**src/rtl/monster_pkg.sv**
```systemverilog
// Shared types and constants for the monster spawn controller.
// Latency: n/a (types, constants and one pure helper function).
// Backpressure: n/a.
package monster_pkg;

   typedef enum logic [2:0] {
      WAIT    = 3'd0,
      SPAWN   = 3'd1,
      LIVE    = 3'd2,
      RESOLVE = 3'd3
   } spawn_state_t;

   typedef logic [9:0] coord_t;

   localparam int SCREEN_W = 640;
   localparam int SCREEN_H = 480;

   localparam coord_t      MIN_GAP_D   = 10'd120;
   localparam coord_t      GAP_MASK_D  = 10'd127;
   localparam logic [3:0]  SPAWN_TMO_D = 4'd3;
   localparam coord_t      DOODLER_W_D = 10'd40;
   localparam coord_t      DOODLER_H_D = 10'd40;
   localparam coord_t      STOMP_TOL_D = 10'd8;
   localparam logic [15:0] LFSR_SEED_D = 16'hACE1;

   // Frames until the next spawn; 10-bit wrap is accepted for odd parameter choices.
   function automatic coord_t gap_reload(input coord_t min_gap, input coord_t mask,
                                         input logic [15:0] lfsr);
      return min_gap + (lfsr[9:0] & mask);
   endfunction

endpackage

```
**src/rtl/spawn_lfsr.sv**
```systemverilog
// 16-bit Fibonacci LFSR (taps 16,14,13,11) used to randomise spawn gaps.
// Latency: o_q updates one i_clk after i_en; seed loads on synchronous reset.
// Backpressure: none; i_en simply holds the sequence.
// Ports: i_clk, i_reset (sync, active-high), i_en (step), i_seed (reset value,
//        must be non-zero), o_q (current register value).
module spawn_lfsr (
   input  logic        i_clk,
   input  logic        i_reset,
   input  logic        i_en,
   input  logic [15:0] i_seed,
   output logic [15:0] o_q
);

   logic [15:0] r_q;
   logic        w_fb;

   assign w_fb = r_q[15] ^ r_q[13] ^ r_q[12] ^ r_q[10];
   assign o_q  = r_q;

   always_ff @(posedge i_clk) begin
      if (i_reset) begin
         r_q <= i_seed;
      end else if (i_en) begin
         r_q <= {r_q[14:0], w_fb};
      end
   end

endmodule

```
**src/rtl/monster_spawner.sv**
```systemverilog
// Schedules monster spawns and resolves doodler/monster collisions as frame pulses.
// Latency: all decisions taken on the Clk after a frame_clk rising edge; pulses last one frame.
// Backpressure: none; frames are never stalled, game_active only freezes the spawn gap.
// Ports: Clk, Reset (sync, active-high), frame_clk (frame strobe level), game_active,
//        appear / Monster_X,Y,S (monster status), Doodler_X,Y, doodler_falling,
//        gene / hit / beat_monster (frame pulses to monster), state_dbg (FSM state).
// Build option: define MONSTER_STOMP_EN to let a falling doodler landing on the
//        monster's top band kill it (beat_monster); otherwise every overlap is a hit.
module monster_spawner
   import monster_pkg::*;
#(
   parameter coord_t      MIN_GAP   = MIN_GAP_D,
   parameter coord_t      GAP_MASK  = GAP_MASK_D,
   parameter logic [3:0]  SPAWN_TMO = SPAWN_TMO_D,
   parameter coord_t      DOODLER_W = DOODLER_W_D,
   parameter coord_t      DOODLER_H = DOODLER_H_D,
   parameter coord_t      STOMP_TOL = STOMP_TOL_D,
   parameter logic [15:0] LFSR_SEED = LFSR_SEED_D
) (
   input  logic       Clk,
   input  logic       Reset,
   input  logic       frame_clk,
   input  logic       game_active,
   input  logic       appear,
   input  coord_t     Monster_X,
   input  coord_t     Monster_Y,
   input  coord_t     Monster_S,
   input  coord_t     Doodler_X,
   input  coord_t     Doodler_Y,
   input  logic       doodler_falling,
   output logic       gene,
   output logic       hit,
   output logic       beat_monster,
   output logic [2:0] state_dbg
);

   spawn_state_t r_state, w_state_nxt;
   coord_t       r_gap, w_gap_nxt;
   logic [3:0]   r_tmo, w_tmo_nxt;
   logic         r_seen, w_seen_nxt;     // monster has been visible since this spawn
   logic         r_gene, w_gene_nxt;
   logic         r_hit, w_hit_nxt;
   logic         r_beat, w_beat_nxt;
   logic         r_frame_q;

   logic         w_tick;
   logic [15:0]  w_lfsr;
   coord_t       w_reload;

   // Far edges as 11-bit sums so nothing near the 10-bit limit wraps.
   logic [10:0]  w_mx_far, w_my_far, w_dx_far, w_dy_far, w_band_low;
   logic         w_overlap, w_stomp_band, w_stomp;

   assign w_tick = frame_clk & ~r_frame_q;

   spawn_lfsr u_lfsr (
      .i_clk   (Clk),
      .i_reset (Reset),
      .i_en    (w_tick),
      .i_seed  (LFSR_SEED),
      .o_q     (w_lfsr)
   );

   assign w_reload = gap_reload(MIN_GAP, GAP_MASK, w_lfsr);

   assign w_mx_far   = {1'b0, Monster_X} + {Monster_S, 1'b0};
   assign w_my_far   = {1'b0, Monster_Y} + {Monster_S, 1'b0};
   assign w_dx_far   = {1'b0, Doodler_X} + {1'b0, DOODLER_W} - 11'd1;
   assign w_dy_far   = {1'b0, Doodler_Y} + {1'b0, DOODLER_H} - 11'd1;
   assign w_band_low = {1'b0, Monster_Y} + {1'b0, STOMP_TOL} - 11'd1;

   assign w_overlap = ({1'b0, Doodler_X} <= w_mx_far) && (w_dx_far >= {1'b0, Monster_X}) &&
                      ({1'b0, Doodler_Y} <= w_my_far) && (w_dy_far >= {1'b0, Monster_Y});

   // Doodler's feet land inside the top STOMP_TOL rows of the monster while falling.
   assign w_stomp_band = doodler_falling && (w_dy_far >= {1'b0, Monster_Y}) &&
                         (w_dy_far <= w_band_low);

`ifdef MONSTER_STOMP_EN
   assign w_stomp      = w_stomp_band;
   assign beat_monster = r_beat;
`else
   logic w_unused_stomp;
   assign w_stomp        = 1'b0;
   assign beat_monster   = 1'b0;
   assign w_unused_stomp = &{1'b0, w_stomp_band, r_beat};
`endif

   logic w_unused_lfsr;
   assign w_unused_lfsr = &{1'b0, w_lfsr[15:10]};

   assign gene      = r_gene;
   assign hit       = r_hit;
   assign state_dbg = r_state;

   always_ff @(posedge Clk) begin
      if (Reset) begin
         r_state   <= WAIT;
         r_gap     <= MIN_GAP;
         r_tmo     <= '0;
         r_seen    <= 1'b0;
         r_gene    <= 1'b0;
         r_hit     <= 1'b0;
         r_beat    <= 1'b0;
         r_frame_q <= 1'b0;
      end else begin
         r_state   <= w_state_nxt;
         r_gap     <= w_gap_nxt;
         r_tmo     <= w_tmo_nxt;
         r_seen    <= w_seen_nxt;
         r_gene    <= w_gene_nxt;
         r_hit     <= w_hit_nxt;
         r_beat    <= w_beat_nxt;
         r_frame_q <= frame_clk;
      end
   end

   always_comb begin
      w_state_nxt = r_state;
      w_gap_nxt   = r_gap;
      w_tmo_nxt   = r_tmo;
      w_seen_nxt  = r_seen;
      w_gene_nxt  = r_gene;
      w_hit_nxt   = r_hit;
      w_beat_nxt  = r_beat;
      if (w_tick) begin
         // Every pulse is cleared on the tick after it was raised.
         w_gene_nxt = 1'b0;
         w_hit_nxt  = 1'b0;
         w_beat_nxt = 1'b0;
         case (r_state)
            WAIT: begin
               if (game_active) begin
                  // Spawn on the tick that would take the gap to zero.
                  if (r_gap <= 10'd1) begin
                     w_gap_nxt   = '0;
                     w_gene_nxt  = 1'b1;
                     w_state_nxt = SPAWN;
                  end else begin
                     w_gap_nxt = r_gap - 10'd1;
                  end
               end
            end
            SPAWN: begin
               w_tmo_nxt   = SPAWN_TMO;
               w_seen_nxt  = 1'b0;
               w_state_nxt = LIVE;
            end
            LIVE: begin
               if (appear) begin
                  w_seen_nxt = 1'b1;
                  if (w_overlap) begin
                     w_state_nxt = RESOLVE;
                     if (w_stomp) w_beat_nxt = 1'b1;
                     else         w_hit_nxt  = 1'b1;
                  end
               end else if (r_seen) begin
                  // Monster left the screen.
                  w_gap_nxt   = w_reload;
                  w_state_nxt = WAIT;
               end else if (r_tmo <= 4'd1) begin
                  // Monster never showed up; abandon this spawn.
                  w_gap_nxt   = w_reload;
                  w_state_nxt = WAIT;
               end else begin
                  w_tmo_nxt = r_tmo - 4'd1;
               end
            end
            RESOLVE: begin
               w_gap_nxt   = w_reload;
               w_state_nxt = WAIT;
            end
            default: begin
               w_gap_nxt   = w_reload;
               w_state_nxt = WAIT;
            end
         endcase
      end
   end

endmodule

```
**config.mk**
```make
export PLATFORM = sky130hd
export DESIGN_NAME = monster_spawner
export DESIGN_NICKNAME = d
export VERILOG_FILES = /design/src/rtl/monster_pkg.sv /design/src/rtl/spawn_lfsr.sv /design/src/rtl/monster_spawner.sv
export SDC_FILE = /design/constraint.sdc
export NUM_CORES = 1
export LEC_CHECK = 0
export CORE_MARGIN = 1.5
export CORE_UTILIZATION = 45
export CTS_CLUSTER_DIAMETER = 30
export CTS_CLUSTER_SIZE = 24
export DETAILED_ROUTE_END_ITERATION = 8
export PLACE_DENSITY_LB_ADDON = 0.2
export SYNTH_ARGS = -nofsm -noshare
export SYNTH_HDL_FRONTEND = slang
export SYNTH_SLANG_ARGS = --single-unit
```
**constraint.sdc**
```tcl
create_clock -name Clk -period 4.1 [get_ports Clk]
set_input_delay 0.82 -clock Clk [delete_from_list [all_inputs] [get_ports Clk]]
set_output_delay 0.82 -clock Clk [all_outputs]
set_load 0.02 [all_outputs]
```
After elaboration in Yosys (flattened, before gate mapping)
Cells that the tools add are included.

Flip-flop bits (word level): 37. Word-level logic and storage cells: 74. Output and inout bits: 6. Input bits: 56.

Equal/unequal tests: 11. Mux-type cells: 25. Bitwise gates (word level): 6. Add/sub/neg operators: 9. Reductions and logical operators: 9. Order comparisons: 6.

Operator list (count): $mux W10 (5); $pmux W10 S3 (1); $add A10 B11 Y11 (2); $add A10 B6 Y11 const B (2); $ge A11 B10 Y1 (2); $le A10 B11 Y1 (2); $sub A11 B1 Y11 const B (2); $mux W3 (6); $reduce_and A5 Y1 (3); $mux W4 (3); $ne A2 B2 Y1 const B (6); $le A10 B1 Y1 const B (1); $sub A10 B1 Y10 const B (1); $pmux W3 S3 (1); $add A7 B7 Y8 const A (1); $pmux W4 S2 (1); $mux W1 (7); $ne A3 B3 Y1 const B (2); $le A4 B1 Y1 const B (1); $ne A4 B4 Y1 const B (1); $sub A4 B1 Y4 const B (1); $eq A3 B1 Y1 const B (1); $eq A3 B2 Y1 const B (1); $logic_and A1 B1 Y1 (3); 7 further kinds (10).

Logic depth before layout (Yosys ltp)
Depth after elaboration: 9. Depth in mapped cells: 16. Depth with buffers taken out: 16.

Cells and area by module
A second synthesis with hierarchy kept.

Cell total of the unflattened synthesis: 453. Area total of the unflattened synthesis: 3913.8 µm².

By module, submodules not included: monster_spawner (cells an instance 414, seq. area each 400.4 µm², area each 3165.5 µm², times used 1); spawn_lfsr (cells an instance 39, seq. area each 480.5 µm², area each 748.2 µm², times used 1).

Worst setup path after synthesis
OpenSTA, ideal clock, no wires.

Path type: input-to-reg. From: input port Monster_X[1]. To: register r_state[0], in the netlist state_dbg[0]. Path buffers: 0. Arrival: 3220 ps. Path slack: 788 ps. Stages: 15. Data required time: 4008 ps. Library setup time: 92 ps. Cell sequence: ha_1 > inv_1 > fa_1 > nor2b_1 > o21ai_0 > a21oi_1 > o21ai_0 > a21oi_1 > xnor2_1 > ha_1 > a21oi_1 > nand2_1 > nor4b_1 > o32ai_1 > o32ai_1.

Longest elaborated chain between the ends: 7. Elaborated cells between the ends (all ways): 8. Those cells by class: 1 x add/sub; 2 x order compare; 1 x eq/ne; 4 x reduce/logical.

RTL lines: from (decl) (RTL line monster_spawner.sv:25) `input coord_t Monster_X,`; $add A10 B11 Y11 (RTL line monster_spawner.sv:66) `assign w_mx_far = {1'b0, Monster_X} + {Monster_S, 1'b0};`; $le A10 B11 Y1 (RTL line monster_spawner.sv:72) `assign w_overlap = ({1'b0, Doodler_X} <= w_mx_far) && (w_dx_far >= {1'b0, Monster_X}) &&`; $logic_and A1 B1 Y1 * (2 in series) (RTL line monster_spawner.sv:72); $logic_and A1 B1 Y1 * (RTL line monster_spawner.sv:73) `({1'b0, Doodler_Y} <= w_my_far) && (w_dy_far >= {1'b0, Monster_Y});`; $ne A3 B3 Y1 (no source line) *; $reduce_and A5 Y1 (no source line) *; to (signal assigned) (RTL line monster_spawner.sv:107) `r_state <= w_state_nxt;`; to (decl) (RTL line monster_spawner.sv:37) `spawn_state_t r_state, w_state_nxt;`.

Mark *: on every way between the ends. The rest lies on a longest branch, timed or not. A chain may end at the register's enable or synchronous reset.

Worst setup path in the final report
From: input port Monster_S[0]. To: register r_state[0], in the netlist state_dbg[0].

Longest elaborated chain between the ends: 7. Elaborated cells between the ends (all ways): 9. Those cells by class: 2 x add/sub; 2 x order compare; 1 x eq/ne; 4 x reduce/logical.

RTL lines: from (decl) (RTL line monster_spawner.sv:27) `input coord_t Monster_S,`; $add A10 B11 Y11 (RTL line monster_spawner.sv:66); $le A10 B11 Y1 (RTL line monster_spawner.sv:72); $logic_and A1 B1 Y1 (RTL line monster_spawner.sv:72); $logic_and A1 B1 Y1 * (RTL line monster_spawner.sv:72); $logic_and A1 B1 Y1 * (RTL line monster_spawner.sv:73); $ne A3 B3 Y1 (no source line) *; $reduce_and A5 Y1 (no source line) *.

Marked as above.

==> run metrics <==
RSZ-0062 raised after global routing false; CTS Buf Count 5; final antenna-violating net count 0; die width 94.5 microns; clk sink count 36; Setup TNS Final 0 ns; area grow syn2layout 20.6%; total track usage 0.202; Clock Latency Late Sink 0.29 ns; Req. time, crit path 4.30 ns; #FFs+latches synth 36; WL/cell 13.0 microns; Layout Nets 663; Initial Util 0.461; slew margin rel. 0.552; # IOs 62; count leader, synth ha_1; Syn Area/Cell 7.83 sq um; Min Hold Slack 0.455 ns; final routed DRC violation total 0; CP Class in2reg; Slew Viols, Final 0; top post-synthesis cells by area ha_1 22%, dfxtp_1 19%, a21oi_1 5.2%, nand2_1 5.2%, xnor2_1 5.1%; PwrDens 232 nW/um^2; dpl cells 638; top-area cell type share of the netlist area 0.216; input/output buffers 58; setup ws final 0.316 ns; synthesized area 3770 sq um; share of cells above drive strength 1 0.0463; dominant cell type by area after synthesis ha_1; fin crit period 3.78 ns; maximum vdd ir drop 0.0967 mV; final design area excluding fillers 4540 sq um; CTS H-Tree Depth 2; drt initial violations 55; Fin. Hold Viols 0; final setup vio count 0; WP data arrival 3.99 ns; ys flop type dfxtp_1; Initial DRT Pass Iterations 4; via/cell ratio 5.43; Ant. Diodes 0; vias 3504; CTS tree yes; CP max FO 2; Post-synth EDFFs 0; total power 1.05 mW; DP Worst Slack -0.0458 ns; post-route insts no fill 645; Die H 94.5 microns; Synth warnings 0; Core Util, Final 0.555; post-synthesis cell type count 59; CTS root buffer clkbuf_8; row cnt 33; first-pass GRT wire length 14600 microns; sequential element share of the synthesized area 0.191; Slew @ Worst Pin 0.667 ns; clock skew 0.00607 ns; Post-Syn Instances 481; antenna violations before repair 0; HPWL after DPL 6910 microns; largest net degree at the start of global routing 25; CORE AREA 8180 sq um; Clock Tree Buf Depth 2; full die area 8930 sq um; GP Congestion 0.832; outcome finished clean; Total Wirelength 8420 microns; synth cell count leaders 65 x ha_1, 52 x nand2_1, 43 x inv_1, 39 x a21oi_1, 36 x dfxtp_1; LEAKAGE 1.91 nW; placed cell area 4450 sq um; clk slew on worst S/H paths 0.07 ns; FMAX 264 MHz; Final period util 0.923; CP Launch Type input port; gr ovfl total 0; Post-CTS Hold Fix Bufs 0; Hold Crit Class reg2reg; Synth async-reset ratio 0; Max-Cap Viols 0; number of global-route vias before repair 3368; CP endpoint kind flip-flop
[state kept, by name, indices dropped and copies added (netlist names)]
register and cells:
gene 1, hit 1, r_frame_q 1, r_gap 10, r_seen 1, r_tmo 4, state_dbg 2, u_lfsr.o_q 16
[path summary, 6_finish.rpt]
path                                 endpoint  slack [ns]     startpoint  cells after the start
worst max-delay path             state_dbg[0]        0.32   Monster_S[0]                     16
worst min-delay path            u_lfsr.o_q[9]        0.46  u_lfsr.o_q[9]                      2
worst max register to register       r_gap[8]        1.73       r_tmo[0]                      7
worst min register to register  u_lfsr.o_q[9]        0.46  u_lfsr.o_q[9]                      2
[metal layers]
layer / wire length (microns) / share of wire / GRT usage / vias up
li1: - / - / - / 1832
met1: 3730 / 0.44 / 0.235 / 1576
met2: 4160 / 0.49 / 0.375 / 76
met3: 318 / 0.038 / 0.0298 / 20
met4: 212 / 0.025 / 0.0709 / 0
met5: 0 / 0 / 0 / -
[area by class of cell]
cell class                 instances  area [sq um]
inverter                          43           161
fill                             777          3630
clock buffer                       6          72.6
multi-input combinational        390          2820
timing repair buffer              64           626
tap                              105           131
sequential                        36           721
clock inverter                     1          5.00
[kinds of logic after synthesis]
family / after synthesis / share of synthesized area
AOI/OAI and AO/OA: 118 / 0.205
xor gates and xnor gates: 35 / 0.0814
adders and majority gates: 67 / 0.227
buffers and inverters: 56 / 0.0635
DFF: 36 / 0.191
muxes: 1 / 0.00266
other: 1 / 0.000996
and+or+nand+nor: 167 / 0.229
[report_power, final]
group | switching, mW | leakage, nW | internal (mW)
clock network | 0.125 | 0.0410 | 0.115
logic | 0.225 | 1.57 | 0.215
registers | 0.0111 | 0.294 | 0.364
total | 0.360 | 1.91 | 0.694
[cells in the final DEF (no fill, tap or decap), types with 15 or more instances in the layout]
cell type         n
nor3_1           15
nand2_1          52
xnor2_1          22
nor2_1           28
dfxtp_1          36
inv_1            43
o21ai_0          22
ha_1             65
clkdlybuf4s50_1  58
a21oi_1          37
[worst max-delay path, stage by stage]
cell and delay (ns):
clkdlybuf4s50_1 0.50, ha_1 0.18, inv_1 0.05, fa_1 0.38, nor2b_1 0.11, o21ai_0 0.10
a21oi_1 0.18, o21ai_0 0.14, a21oi_1 0.19, xnor2_1 0.14, ha_1 0.26, a21oi_1 0.16
nand2_1 0.06, o21ai_0 0.26, o32ai_1 0.18, o32ai_1 0.28
[what timing repair did]
| action | CTS | global route |
|---|---|---|
| setup buffers | 0 | 0 |
| gates resized for setup | 0 | 4 |
| endpoints found under the setup margin | 0 | 2 |
No activity file was read; power rests on OpenSTA's default activity.
